===== src/rtl/gui_heart_bar_pkg.sv =====
// Shared constants and FSM state type for the HUD heart bar.
// TRANSPARENT marks sprite pixels that let the background through.
package gui_pkg;
   localparam logic [11:0] TRANSPARENT = 12'h6DE;
   localparam int          SPRITE_SZ   = 16;

   typedef enum logic [1:0] {IDLE, DAMAGE, HEAL} heart_state_t;
endpackage


===== src/rtl/heart_sprite_rom.sv =====
// 32x16 heart sprite ROM, registered output: rows 0-15 full heart, rows 16-31 empty heart.
// Both halves share one silhouette and differ only in fill colour.
module heart_sprite_rom
   import gui_pkg::*;
(
   input  logic        clk,
   input  logic [4:0]  row,
   input  logic [3:0]  col,
   output logic [11:0] rgb
);

   localparam logic [11:0] FULL_C  = 12'hF22;
   localparam logic [11:0] EMPTY_C = 12'h444;

   logic [15:0] mask;
   logic        opaque;

   // Bit 15 of each mask word is column 0.
   always_comb begin
      mask = 16'h0000;
      case (row[3:0])
         4'd1:  mask = 16'h3838;
         4'd2:  mask = 16'h7C7C;
         4'd3:  mask = 16'hFEFE;
         4'd4:  mask = 16'hFFFE;
         4'd5:  mask = 16'hFFFE;
         4'd6:  mask = 16'hFFFE;
         4'd7:  mask = 16'h7FFC;
         4'd8:  mask = 16'h3FF8;
         4'd9:  mask = 16'h1FF0;
         4'd10: mask = 16'h0FE0;
         4'd11: mask = 16'h07C0;
         4'd12: mask = 16'h0380;
         4'd13: mask = 16'h0100;
         default: mask = 16'h0000;
      endcase
   end

   assign opaque = mask[4'd15 - col];

   always_ff @(posedge clk) begin
      rgb <= !opaque ? TRANSPARENT : (row[4] ? EMPTY_C : FULL_C);
   end

endmodule


===== src/rtl/gui_heart_bar.sv =====
// HUD health bar: draws MAX_HEARTS hearts, blinks lost hearts, refills healed ones per frame.
// Pixel latency 1 cycle; state changes only on frame_tick. Optional low-HP pulse: GUI_HEART_LOWHP_EN.
module gui_heart_bar
   import gui_pkg::*;
#(
   parameter int MAX_HEARTS   = 5,
   parameter int X0           = 30,
   parameter int Y0           = 16,
   parameter int SPACING      = 16,
   parameter int BLINK_FRAMES = 32,
   parameter int BLINK_HALF   = 4,
   parameter int HEAL_STEP    = 4,
   localparam int HW          = $clog2(MAX_HEARTS + 1)
) (
   input  logic          clk,
   input  logic          rst_n,
   input  logic [9:0]    x,
   input  logic [9:0]    y,
   input  logic          frame_tick,
   input  logic [HW-1:0] num_heart,
   output logic [11:0]   rgb_out,
   output logic          heart_on
);

   localparam int SP_SH = $clog2(SPACING);
   localparam int BH_SH = $clog2(BLINK_HALF);
   localparam int BW    = $clog2(BLINK_FRAMES + 1);
   localparam int HCW   = (HEAL_STEP > 1) ? $clog2(HEAL_STEP) : 1;

   localparam logic [HW-1:0]  MAXH       = HW'(MAX_HEARTS);
   localparam logic [11:0]    X_LO       = 12'(X0);
   localparam logic [11:0]    X_HI       = 12'(X0 + MAX_HEARTS * SPACING);
   localparam logic [11:0]    Y_LO       = 12'(Y0);
   localparam logic [11:0]    Y_HI       = 12'(Y0 + SPRITE_SZ);
   localparam logic [BW-1:0]  BLINK_LOAD = BW'(BLINK_FRAMES);
   localparam logic [HCW-1:0] HEAL_LOAD  = HCW'(HEAL_STEP - 1);

   if (SPACING < SPRITE_SZ || (SPACING & (SPACING - 1)) != 0) begin : g_bad_spacing
      $error("SPACING must be a power of two and at least 16");
   end
   if (BLINK_HALF < 1 || (BLINK_HALF & (BLINK_HALF - 1)) != 0 || BH_SH >= BW) begin : g_bad_blink
      $error("BLINK_HALF must be a power of two below BLINK_FRAMES");
   end
   if (MAX_HEARTS < 1 || MAX_HEARTS > 15) begin : g_bad_hearts
      $error("MAX_HEARTS must be 1..15");
   end

   heart_state_t   state;
   logic [HW-1:0]  shown, lost_lo, lost_hi, tgt;
   logic [BW-1:0]  blink_cnt;
   logic [HCW-1:0] heal_cnt;
`ifdef GUI_HEART_LOWHP_EN
   logic [4:0]     frame_cnt;
`endif

   logic [11:0] xe, ye, dx;
   logic [3:0]  slot, row_off;
   logic        hit, hit_q, slot_full, damage_lit;
   logic [4:0]  rom_row;
   logic [11:0] rom_rgb;

   assign xe      = {2'b00, x};
   assign ye      = {2'b00, y};
   assign dx      = xe - X_LO;
   assign row_off = 4'(ye - Y_LO);
   assign slot    = 4'(dx >> SP_SH);
   assign hit     = (xe >= X_LO) && (xe < X_HI) && (ye >= Y_LO) && (ye < Y_HI) &&
                    ((dx & 12'(SPACING - 1)) < 12'(SPRITE_SZ));

   // Lost hearts stay lit on the "on" half of each blink period.
   assign damage_lit = (state == DAMAGE) && blink_cnt[BH_SH] &&
                       (4'(lost_lo) <= slot) && (slot < 4'(lost_hi));

   always_comb begin
      slot_full = (slot < 4'(shown)) || damage_lit;
`ifdef GUI_HEART_LOWHP_EN
      if (state == IDLE && shown == HW'(1) && slot == 4'd0 && frame_cnt[4:3] == 2'b11)
         slot_full = 1'b0;
`endif
   end

   assign rom_row = {~slot_full, row_off};

   heart_sprite_rom u_rom (
      .clk (clk),
      .row (rom_row),
      .col (dx[3:0]),
      .rgb (rom_rgb)
   );

   always_ff @(posedge clk) begin
      if (!rst_n) hit_q <= 1'b0;
      else        hit_q <= hit;
   end

   assign rgb_out  = hit_q ? rom_rgb : 12'h000;
   assign heart_on = hit_q && (rom_rgb != TRANSPARENT);

   assign tgt = (num_heart > MAXH) ? MAXH : num_heart;

   always_ff @(posedge clk) begin
      if (!rst_n) begin
         state     <= IDLE;
         shown     <= MAXH;
         lost_lo   <= MAXH;
         lost_hi   <= MAXH;
         blink_cnt <= '0;
         heal_cnt  <= '0;
      end else if (frame_tick) begin
         if (tgt < shown) begin
            // A further hit mid-blink widens the range downward only.
            lost_lo   <= tgt;
            if (state != DAMAGE) lost_hi <= shown;
            shown     <= tgt;
            blink_cnt <= BLINK_LOAD;
            state     <= DAMAGE;
         end else if (tgt > shown) begin
            if (state == HEAL) begin
               if (heal_cnt == '0) begin
                  shown    <= shown + HW'(1);
                  heal_cnt <= HEAL_LOAD;
               end else begin
                  heal_cnt <= heal_cnt - HCW'(1);
               end
            end else begin
               lost_lo  <= MAXH;
               lost_hi  <= MAXH;
               heal_cnt <= HEAL_LOAD;
               shown    <= shown + HW'(1);
               state    <= HEAL;
            end
         end else begin
            case (state)
               DAMAGE: begin
                  if (blink_cnt <= BW'(1)) begin
                     blink_cnt <= '0;
                     lost_lo   <= MAXH;
                     lost_hi   <= MAXH;
                     state     <= IDLE;
                  end else begin
                     blink_cnt <= blink_cnt - BW'(1);
                  end
               end
               HEAL:    state <= IDLE;
               default: state <= IDLE;
            endcase
         end
      end
   end

`ifdef GUI_HEART_LOWHP_EN
   always_ff @(posedge clk) begin
      if (!rst_n)          frame_cnt <= '0;
      else if (frame_tick) frame_cnt <= frame_cnt + 5'd1;
   end
`endif

endmodule


===== config.mk =====
export PLATFORM = sky130hd
export DESIGN_NAME = gui_heart_bar
export DESIGN_NICKNAME = d
export VERILOG_FILES = /design/src/rtl/gui_heart_bar_pkg.sv /design/src/rtl/heart_sprite_rom.sv /design/src/rtl/gui_heart_bar.sv
export SDC_FILE = /design/constraint.sdc
export NUM_CORES = 1
export LEC_CHECK = 0
export BUFFER_PORTS_ARGS = -buffer_cell sky130_fd_sc_hd__buf_2
export CAP_MARGIN = 15
export CORE_MARGIN = 2
export CORE_UTILIZATION = 59
export DETAILED_ROUTE_END_ITERATION = 16
export PLACE_DENSITY = 0.85
export SLEW_MARGIN = 0
export SYNTH_ARGS = -nofsm -noshare
export SYNTH_HDL_FRONTEND = slang
export SYNTH_SLANG_ARGS = --single-unit

===== constraint.sdc =====
create_clock -name clk -period 4.5 [get_ports clk]
set_input_delay 1.125 -clock clk [delete_from_list [all_inputs] [get_ports clk]]
set_output_delay 1.125 -clock clk [all_outputs]
set_load 0.005 [all_outputs]

==> out/summary.txt <==
status -> completed
NumNets Final -> 297
post-CTS setup buffers -> 0
setup repair after global routing missed its margin -> false
post-route ant nets -> 0
fillers -> 264
final setup TNS -> 0 ns
largest net degree at the start of global routing -> 17
die area -> 3612 sq um
boundary pin count -> 39
Design Power -> 0.5880 mW
die span in y -> 60.10 microns
cell family with most CP delay -> simple AND/OR/NAND/NOR gates
CTS tree -> built
H-tree depth -> 1
worst path buffer plus inverter count -> 2
cts-stage hold buffer count -> 0
share of cells above drive strength 1 -> 21.65%
Slew HR -> 63.74%
Pwr Density -> 289.2 nW/um^2
Synth warnings -> 0
Detail Placement HPWL -> 2993 microns
Post-synth EDFFs -> 0
CP required -> 4.72 ns
# clock sinks -> 24
Clock Tree Buf Depth -> 2
Synth Flop Type -> dfxtp_1
post-synthesis instance total -> 228
drt wl/cell -> 12.34 microns
critical path capture point type -> flop
syn nets -> 269
1st-pass router iterations -> 4
register area share after synthesis -> 25.88%
Crit-path slowest cell -> xor2_1
DRC violations left -> 0
Worst-Margin Slew -> 0.5382 ns
Final Hold Fails -> 0
Async SR Flop Fraction -> 0%
most used cell, CP -> ha_1
diode count -> 0
fin crit period -> 3.026 ns
CTS root buf -> clkbuf_4
CP Class -> in -> reg
Max Cap Violations -> 0
# rows -> 20
Tot GR Track Use -> 21.68%
worst min path class -> reg -> reg
I/O Buffers -> 37
number of synthesized register bits -> 24
period utilization -> 67.24%
Syn Area/Cell -> 8.144 sq um
vias in the first global route -> 1410
P&R area growth vs syn -> 9.501%
gr ovfl total -> 0
Setup-failing EPs final -> 0
DRT iter0 DRCs -> 56
clock transition at the registers of the reported paths -> 0.13 ns
max incr delay on CP -> 0.28 ns
starting density of the core -> 61.32%
crit start category -> primary input
initial antenna violation count -> 0
routability cong. -> 0.8291
max frequency -> 0.3305 GHz
Final Skew -> 0.002835 ns
vias per cell -> 5.527
Die X -> 60.10 microns
core footprint -> 3028 sq um
Clk Latency, worst-skew pair -> 0.31 ns
critical path arrival -> 3.24 ns
PostCTS Resize Cnt -> 0
crit-path cells -> buf_2, ha_1, nand3_1, xor2_1, inv_1, ha_1, nor2b_1, o21a_1, o21ai_0, and3_1, o41ai_2, or2_1
WL final -> 3678 microns
DR vias -> 1647
mapped cell area -> 1857 sq um
total CTS buffers -> 3
final max-slew violation count -> 0
Worst IR Drop VDD -> 0.1660 mV
Max FO, Critical Path -> 11
Synth cell types -> 61
first-pass GRT wire length -> 6003 microns
static leakage -> 0.9141 nW
cell usage after synthesis (3+ instances only):
cell type / n / area (sq um)
buf_2: 3 / 15.01
a31oi_1: 4 / 25.02
buf_4: 9 / 67.56
nand2b_1: 5 / 31.28
o21ai_0: 14 / 70.07
o21a_1: 3 / 22.52
dfxtp_1: 24 / 480.5
inv_1: 15 / 56.30
and2_1: 5 / 31.28
nor2_1: 19 / 71.32
a21oi_1: 9 / 45.04
nor3_1: 6 / 30.03
clkbuf_1: 3 / 11.26
ha_1: 15 / 187.7
nand4_1: 4 / 25.02
nand3_1: 7 / 35.03
xnor2_1: 3 / 26.28
xor2_1: 7 / 61.31
nor2b_1: 7 / 43.79
nand2_1: 15 / 56.30
stage by stage:
step / hold slack (ns) / instances / cell area [sq um] / utilization (%) / worst slack [ns]
after CTS: 0.4901 / 298 / 2033 / 67.15 / 1.452
after global placement: 0.4638 / 295 / 2011 / 66.41 / 1.242
after floorplan: 0.4501 / 228 / 1857 / - / 1.515
after detailed placement: 0.4685 / 295 / 2011 / 66.41 / 1.118
after global routing: 0.5259 / 298 / 2033 / 67.15 / 1.326
final: 0.4906 / 298 / 2033 / 67.15 / 1.474
cell families (layout without fill, tap and decap cells):
| kind of cell | after synthesis | in the layout | share of synthesized area [%] |
|---|---|---|---|
| other cells | 1 | 1 | 0.2020 |
| flops | 24 | 24 | 25.88 |
| simple gates | 87 | 87 | 25.88 |
| fa+ha+maj | 16 | 16 | 10.65 |
| compound gates | 57 | 57 | 22.04 |
| xor+xnor | 11 | 11 | 6.200 |
| mux | 2 | 2 | 1.078 |
| buf+inv | 30 | 56 | 8.085 |
final cells by class:
class | instances | area, sq um | share of cell area [%]
clock buffer | 3 | 22.52 | 1.108
tap | 44 | 55.05 | 2.708
timing repair buffer | 38 | 192.7 | 9.477
multi-input combinational | 174 | 1226 | 60.31
inverter | 15 | 56.30 | 2.769
sequential | 24 | 480.5 | 23.63
power by group:
part	switching, mW	internal (mW)	total (mW)	leakage, nW
combinational	0.129	0.101	0.230	0.703
clock	0.0627	0.0313	0.0940	0.0138
sequential	0.0238	0.240	0.264	0.197
total	0.215	0.373	0.588	0.914
placed cells by master (no fill, tap or decap), types with 3 or more instances in the layout:
cell,synthesis,layout
inv_1,15,15
nand2b_1,5,5
buf_2,3,37
xor2_1,7,7
nand4_1,4,4
a31oi_1,4,4
nand2_1,15,15
nor2b_1,7,7
nand3_1,7,7
ha_1,15,15
a21oi_1,9,9
o21ai_0,14,14
and2_1,5,5
clkbuf_4,0,3
nor3_1,6,6
o21a_1,3,3
dfxtp_1,24,24
xnor2_1,3,3
nor2_1,19,19
registers in the layout (all words and copies together), names as in the netlist:
signal     flops
blink_cnt      6
u_rom.rgb      4
lost_hi        3
lost_lo        3
shown          3
heal_cnt       2
state          2
hit_q          1
routing by layer:
metal,vias to the layer above,global-route usage (%),part of all wire (%)
li1,858,-,-
met1,747,29.27,46
met2,38,36.34,49
met3,4,2.597,3.8
met4,0,5.714,1.1
met5,-,0,0
worst paths after layout:
check / from / end / slack, ns / depth (start not counted)
setup reg to reg: shown[2]$_SDFFE_PN1P_ / lost_hi[2]$_SDFFE_PN1P_ / 2.24 / 9
hold reg to reg: heal_cnt[0]$_SDFFE_PN0P_ / heal_cnt[0]$_SDFFE_PN0P_ / 0.49 / 2
hold / removal: heal_cnt[0]$_SDFFE_PN0P_ / heal_cnt[0]$_SDFFE_PN0P_ / 0.49 / 2
setup / recovery: x[1] / u_rom.rgb[6]$_SDFF_PN1_ / 1.47 / 12
tightest hold or removal path, cell delays in order, from the launching register on:
cell	delay (ns)
dfxtp_1	0.34
inv_1	0.07
a21oi_1	0.06
No activity file was read; power rests on OpenSTA's default activity.
